==> src/rtl/uart_rx_wb.sv <==
// uart_rx_wb: 8N1 UART receiver feeding a small byte FIFO, drained by a
// Wishbone classic write controller. Framing errors and overruns are
// reported as single-cycle pulses.
module uart_rx_wb #(
    parameter int CLKS_PER_BIT = 868,
    parameter int FIFO_DEPTH   = 4
) (
    input  logic       clk_i,
    input  logic       rst_ni,
    input  logic       uart_rx,
    output logic       wb_cyc_o,
    output logic       wb_stb_o,
    output logic       wb_we_o,
    output logic [7:0] wb_dat_o,
    input  logic       wb_ack_i,
    output logic       frame_err_o,
    output logic       overrun_o
);

    localparam int CNT_W   = $clog2(CLKS_PER_BIT);
    localparam int PTR_W   = $clog2(FIFO_DEPTH);
    localparam int LVL_W   = PTR_W + 1;

    localparam logic [CNT_W-1:0] CNT_LAST = CNT_W'(CLKS_PER_BIT - 1);
    localparam logic [CNT_W-1:0] CNT_HALF = CNT_W'(CLKS_PER_BIT / 2 - 1);
    localparam logic [LVL_W-1:0] LVL_FULL = LVL_W'(FIFO_DEPTH);

    typedef enum logic [2:0] {
        IDLE, START, DATA, STOP, WAIT_HIGH
    } rx_state_t;

    typedef enum logic {
        WB_IDLE, WB_BUSY
    } wb_state_t;

    rx_state_t        rx_state;
    wb_state_t        wb_state;

    logic             rx_p0;
    logic             rx_s;
    logic [CNT_W-1:0] cnt;
    logic [2:0]       bit_idx;
    logic [7:0]       shreg;

    logic [7:0]       mem [FIFO_DEPTH];
    logic [PTR_W-1:0] wptr;
    logic [PTR_W-1:0] rptr;
    logic [LVL_W-1:0] level;

    logic             push;
    logic             pop;
    logic             full;
    logic             wr_en;

    // A byte is offered to the FIFO in the cycle the stop bit is sampled high.
    assign push  = (rx_state == STOP) && (cnt == CNT_LAST) && rx_s;
    assign pop   = (wb_state == WB_BUSY) && wb_ack_i;
    assign full  = (level == LVL_FULL);
    // When full, a simultaneous pop frees the slot the push needs.
    assign wr_en = push && (!full || pop);

    assign wb_stb_o = wb_cyc_o;
    assign wb_we_o  = wb_cyc_o;

    // Two-flop synchroniser for the asynchronous serial line; idles high.
    always_ff @(posedge clk_i) begin
        if (!rst_ni) begin
            rx_p0 <= 1'b1;
            rx_s  <= 1'b1;
        end else begin
            rx_p0 <= uart_rx;
            rx_s  <= rx_p0;
        end
    end

    // Receive FSM: start detect, mid-bit sampling, stop check, break wait.
    always_ff @(posedge clk_i) begin
        if (!rst_ni) begin
            rx_state    <= IDLE;
            cnt         <= '0;
            bit_idx     <= '0;
            shreg       <= '0;
            frame_err_o <= 1'b0;
        end else begin
            frame_err_o <= 1'b0;
            case (rx_state)
                IDLE: begin
                    cnt <= '0;
                    if (!rx_s) begin
                        rx_state <= START;
                    end
                end
                START: begin
                    if (cnt == CNT_HALF) begin
                        cnt     <= '0;
                        bit_idx <= '0;
                        // A line that is high again by mid start bit was a glitch.
                        rx_state <= rx_s ? IDLE : DATA;
                    end else begin
                        cnt <= cnt + 1'b1;
                    end
                end
                DATA: begin
                    if (cnt == CNT_LAST) begin
                        cnt     <= '0;
                        shreg   <= {rx_s, shreg[7:1]};
                        bit_idx <= bit_idx + 1'b1;
                        if (bit_idx == 3'd7) begin
                            rx_state <= STOP;
                        end
                    end else begin
                        cnt <= cnt + 1'b1;
                    end
                end
                STOP: begin
                    if (cnt == CNT_LAST) begin
                        cnt <= '0;
                        if (rx_s) begin
                            // Leave mid stop bit so a back-to-back start edge is caught.
                            rx_state <= IDLE;
                        end else begin
                            frame_err_o <= 1'b1;
                            rx_state    <= WAIT_HIGH;
                        end
                    end else begin
                        cnt <= cnt + 1'b1;
                    end
                end
                WAIT_HIGH: begin
                    cnt <= '0;
                    if (rx_s) begin
                        rx_state <= IDLE;
                    end
                end
                default: begin
                    rx_state <= IDLE;
                    cnt      <= '0;
                end
            endcase
        end
    end

    // FIFO storage; contents need no reset since the level gates every read.
    always_ff @(posedge clk_i) begin
        if (wr_en) begin
            mem[wptr] <= shreg;
        end
    end

    // FIFO pointers, fill level and overrun pulse.
    always_ff @(posedge clk_i) begin
        if (!rst_ni) begin
            wptr      <= '0;
            rptr      <= '0;
            level     <= '0;
            overrun_o <= 1'b0;
        end else begin
            overrun_o <= push && full && !pop;
            if (wr_en) begin
                wptr <= wptr + 1'b1;
            end
            if (pop) begin
                rptr <= rptr + 1'b1;
            end
            case ({wr_en, pop})
                2'b10:   level <= level + 1'b1;
                2'b01:   level <= level - 1'b1;
                default: level <= level;
            endcase
        end
    end

    // Wishbone write controller: one classic cycle per buffered byte.
    always_ff @(posedge clk_i) begin
        if (!rst_ni) begin
            wb_state <= WB_IDLE;
            wb_cyc_o <= 1'b0;
            wb_dat_o <= '0;
        end else begin
            case (wb_state)
                WB_IDLE: begin
                    if (level != '0) begin
                        wb_cyc_o <= 1'b1;
                        wb_dat_o <= mem[rptr];
                        wb_state <= WB_BUSY;
                    end
                end
                WB_BUSY: begin
                    if (wb_ack_i) begin
                        wb_cyc_o <= 1'b0;
                        wb_state <= WB_IDLE;
                    end
                end
                default: begin
                    wb_cyc_o <= 1'b0;
                    wb_state <= WB_IDLE;
                end
            endcase
        end
    end

endmodule

==> config.mk <==
export PLATFORM = sky130hd
export DESIGN_NAME = uart_rx_wb
export DESIGN_NICKNAME = d
export VERILOG_FILES = /design/src/rtl/uart_rx_wb.sv
export SDC_FILE = /design/constraint.sdc
export NUM_CORES = 1
export LEC_CHECK = 0
export ABC_AREA = 1
export ABC_CLOCK_PERIOD_IN_PS = 3000
export CAP_MARGIN = 20
export CORE_MARGIN = 3
export CORE_UTILIZATION = 59
export CTS_CLUSTER_SIZE = 12
export DETAILED_ROUTE_END_ITERATION = 16
export PLACE_DENSITY_LB_ADDON = 0.1
export SYNTH_ARGS = -nofsm -noshare
export SYNTH_HDL_FRONTEND = slang
export SYNTH_SLANG_ARGS = --single-unit
==> constraint.sdc <==
create_clock -name clk_i -period 3 [get_ports clk_i]
set_clock_uncertainty 0.1 [all_clocks]
set_input_delay 0.6 -clock clk_i [delete_from_list [all_inputs] [get_ports clk_i]]
set_output_delay 0.6 -clock clk_i [all_outputs]
set_load 0.005 [all_outputs]
---- After elaboration in Yosys (flattened, before gate mapping) ----
Memory sizes are Yosys's and may differ from the RTL's. A register that Yosys moved wholly into a read port is not among the register bits.
Index checks and enable logic that the tools add are counted.
storage, ports and cells
  memories ................................ 1
  memory bits (writable) .................. 32
  logic and storage cells ................. 85
  output and inout port bits .............. 13
  bits in registers ....................... 37
  bits in read-only memories .............. 0
  latch bits .............................. 0
  input port bits ......................... 4
memories
  name  words  width  read ports  clocked after memory_dff  write ports  line  RTL
  mem   4      8      1           1                         1            45    logic [7:0] mem [FIFO_DEPTH];
operators by class
  mux-type cells .......................... 25
  $lt $le $gt $ge ......................... 0
  equality and inequality tests ........... 18
  bitwise gates (word level) .............. 1
  divide/modulo/power cells ............... 0
  multiply operators ...................... 0
  add/subtract/negate cells ............... 6
  reductions and logical operators ........ 21
  shift-type cells ........................ 0
operators with widths
  cell                     number
  $mux W3                  9
  $mux W10                 2
  $pmux W10 S2             1
  $pmux W3 S5              1
  $ne A2 B2 Y1 const B     7
  $pmux W3 S2              2
  $add A10 B1 Y10 const B  1
  $eq A10 B10 Y1 const B   1
  $eq A10 B9 Y1 const B    1
  $eq A3 B3 Y1 const B     3
  $mux W1                  7
  $add A3 B1 Y3 const B    2
  $eq A3 B2 Y1 const B     2
  $logic_and A1 B1 Y1      6
  $reduce_and A2 Y1        3
  $reduce_and A3 Y1        2
  $reduce_and A6 Y1        1
  $add A2 B1 Y2 const B    2
  $pmux W1 S2              2
  $reduce_bool A2 Y1       2
  $eq A3 B1 Y1 const B     1
  $logic_not A1 Y1         3
  $logic_not A3 Y1         1
  $reduce_bool A3 Y1       1
  other kinds (8)          8

---- Logic depth before layout (Yosys ltp) ----
  depth after elaboration ................. 6
  mapped depth ............................ 11

---- Worst setup path after synthesis ----
No wires, ideal clock.
  kind .................................... reg2reg
  start point ............................. register cnt[0]
  end point ............................... register level[2]
  required time ........................... 2.785 ns
  path buffers ............................ 0
  arrival time ............................ 1.840 ns
  cell stages (with the launch flop) ...... 11
  clock period less this slack ............ 2.055 ns
  library setup time ...................... 0.115 ns
  slack ................................... 0.945 ns
  cell sequence ........................... dfxtp_1 ha_1 nand2_1 nor2_4 nand4_4 nand2_1 inv_1 fa_1 nand3b_1 a21oi_1 nor2_1
on the way
  word-level cells in the longest chain between the ends .. 6
  elaborated cells on any way between the ends .. 8
  those cells by class .................... eq/ne (3); mux (1); reduce/logical (4)
ends and longest elaborated chain
  what                                               line  RTL
  from (decl)                                        41    logic [CNT_W-1:0] cnt;
  from (signal assigned)                             100   cnt <= cnt + 1'b1;
  from (signal assigned)                             112   cnt <= cnt + 1'b1;
  from (signal assigned)                             126   cnt <= cnt + 1'b1;
  $eq A10 B10 Y1 (*)                                 56    assign push = (rx_state == STOP) && (cnt == CNT_LAST) && rx_s;
  $logic_and A1 B1 Y1 (*) (2 in series)              56
  $logic_and A1 B1 Y1 (*)                            60    assign wr_en = push && (!full || pop);
  $eq A2 B1 Y1 or $eq A2 B2 Y1 (tied branches)       165   case ({wr_en, pop})
  $pmux W3 S2 or $reduce_bool A2 Y1 (tied branches)  --
  to (signal assigned)                               166   2'b10: level <= level + 1'b1;
  to (signal assigned)                               167   2'b01: level <= level - 1'b1;
  to (signal assigned)                               168   default: level <= level;
  to (decl)                                          48    logic [LVL_W-1:0] level;
Every way passes the cells marked *; elsewhere a longest branch is shown, timed or not.
A chain may end at the register's enable or synchronous reset.

---- Worst setup path after layout ----
Ends and elaborated chain as after synthesis.

==> impl_metrics.py <==
metrics = {
    "routing": {
        "wl_um": 6020,
        "drt_iter0_drc": 166,
        "ant_nets": 0,
        "drc": 0,
        "viasPerCell": 5.35,
        "routedWlPerCell_um": 13.8,
        "drt_pass1_iterations": 4,
        "num_vias": 2326,
    },
    "setup_path": {
        "required_ps": 3130,
        "arrival_ps": 2460,
        "path_cells": "ha_1, nand2_1, nor2_4, nand4_4, nand2_1, inv_1, fa_1, nand3b_1, a21oi_1, nor2_1",
        "worst_path_max_delay_cell": "dfxtp_1",
        "critPathTopFamily": "simple AND/OR/NAND/NOR gates",
        "end_kind": "flip-flop",
        "critPathKind": "reg2reg",
        "setup.worst_path.start_class": "flip-flop",
        "critPathMaxStageDelay_ps": 390,
        "path_max_fanout": 5,
        "cp_common_cell": "nand2_1",
        "crit_buf_inv": 1,
    },
    "clock_network": {
        "post_cts_buffers": 0,
        "clock_sinks": 77,
        "root_buffer": "clkbuf_8",
        "cts_tree": "done",
        "cts_hold_buf": 0,
        "cts.repair.resized": 0,
        "clkTransAtPathRegs_ps": 70,
        "cts_buffers": 9,
        "clock_latency_ps": 340,
        "cts_max_level": 3,
        "clockBufferDepth": 2,
    },
    "floorplanning": {
        "design.die.area_um2": 6490,
        "boundaryPins": 17,
        "dieHeight_um": 80.6,
        "die_x_um": 80.6,
        "num_rows": 26,
        "start_util": 0.627,
        "core-area_um2": 5240,
    },
    "cells_and_area": {
        "drive_above_1_share": 0.151,
        "diodes": 0,
        "final_common_cell": "nor2_1",
        "stdcell_count": 435,
        "final_nets": 373,
        "regArea_um2": 1860,
        "multi_input_area_um2": 1230,
        "mostFrequentLayoutCells": "nor2_1 (78), dfxtp_1 (45), o21ai_0 (34)",
        "area_growth_pct": 12.9,
        "n_fill_cell": 406,
        "design_area_um2": 3700,
        "utilization": 0.707,
    },
    "timing": {
        "post-route-min-period_ps": 2330,
        "hold_viol": 0,
        "max_freq_mhz": 430,
        "rsz0062_at_grt": "false",
        "period_share": 0.776,
        "tightest_slew_ps": 716,
        "maxSlewHeadroom": 0.521,
        "maxSlewViolCount": 0,
        "whs_ps": 315,
        "fin_tns_setup_ps": 0,
        "setup_viol": 0,
        "layout_setup_ws_ps": 672,
    },
    "grt": {
        "grt_pass1_vias": 2200,
        "grtUsageTotal": 0.206,
        "grt_pass1_wl_um": 10100,
        "antenna_found_initial": 0,
        "grt_start_max_net_pins": 19,
        "grt_overflow_total": 0,
    },
    "logic_synthesis": {
        "syn_inst": 340,
        "synth_seq_area_share": 0.567,
        "synth_cell_types": 37,
        "synth-async-reset-ratio": 0,
        "synth.avg_cell_area_um2": 9.65,
        "synth_edf_count": 32,
        "netlist_area_um2": 3280,
        "ys_ff_latch": 77,
        "synth_flop_cell": "dfxtp_1",
        "ys_warn_count": 0,
        "syn_nets": 353,
    },
    "power_and_ir_drop": {
        "power_mw": 2.69,
        "power.density_nw_per_um2": 726,
        "p_leak_nw": 1.48,
        "vdd_drop_max_uv": 500,
    },
    "place": {
        "dp.cells": 419,
        "dp_hpwl_um": 4250,
        "post_dp_cell_area_um2": 3490,
        "pre_cts_slack_ps": 437,
        "globalplace.congestion": 0.873,
        "io_buffers": 16,
    },
    "worst_hold_path": {
        "min-delay-path-class": "reg2reg",
    },
    "run_status": {
        "status": "finished clean",
    },
    "job": {
        "drv_cap": 0,
    },
}
[metal layers]
layer | track usage | wire length [µm] | up-vias
li1 | - | - | 1168
met1 | 0.273 | 2830 | 1093
met2 | 0.326 | 2730 | 55
met3 | 0.0348 | 338 | 10
met4 | 0.103 | 118 | 0
met5 | 0 | 0 | -
[cell families after synthesis]
logic type      share of synthesized area
simple gates                        0.218
flops                               0.567
compound gates                      0.103
buf+inv                            0.0587
fa+ha+maj                          0.0366
xor+xnor                           0.0160
[worst paths after layout]
| path | cells after the start | end | slack [ps] | startpoint |
|---|---|---|---|---|
| setup reg to reg | 10 | level[2] | 670 | cnt[0] |
| setup / recovery | 10 | level[2] | 670 | cnt[0] |
| hold reg to reg | 1 | rx_s | 320 | rx_p0 |
| hold / removal | 1 | rx_s | 320 | rx_p0 |
[layout make-up]
type                    instances  area share
repair buffers                 20      0.0513
clock inverters                 5      0.0159
inverters                      34      0.0344
clock buffers                  11      0.0409
well taps                      70      0.0236
flip-flops and latches         77       0.503
multi-input cells             218       0.331
[synth_stat cells, types with 3 or more instances]
library cell | number | area [µm²]
ha_1 | 8 | 100
nand2_2 | 9 | 56.3
nand3_1 | 9 | 45.0
nor2_4 | 6 | 67.6
nand2_1 | 19 | 71.3
inv_2 | 7 | 26.3
xor2_1 | 4 | 35.0
dfxtp_1 | 45 | 901
a21oi_1 | 12 | 60.1
edfxtp_1 | 32 | 961
inv_1 | 26 | 97.6
o21ai_0 | 34 | 170
nand4_1 | 4 | 25.0
buf_2 | 4 | 20.0
nor3_1 | 6 | 30.0
a31oi_1 | 8 | 50.1
buf_4 | 3 | 22.5
nor2_1 | 78 | 293
[power breakdown]
part | total [mW] | switching [mW] | internal [mW]
clock network | 0.798 | 0.369 | 0.429
registers | 1.25 | 0.0706 | 1.18
logic | 0.639 | 0.348 | 0.290
total | 2.69 | 0.788 | 1.90
[flip-flops by register name (all words and copies together), names as in the netlist, 3 cells and up]
name and flops:
cnt 10, shreg 8, wb_dat_o 8, rx_state 3
level 3, bit_idx 3, mem 32
[worst reg2reg max path: stages, from the launching register on]
cell      delay [ps]
dfxtp_1          390
ha_1             220
nand2_1          100
nor2_4           160
nand4_4          160
nand2_1          180
inv_1             70
fa_1             390
nand3b_1         200
a21oi_1          190
nor2_1            70
Note: power is estimated with default switching activity, not from simulation.
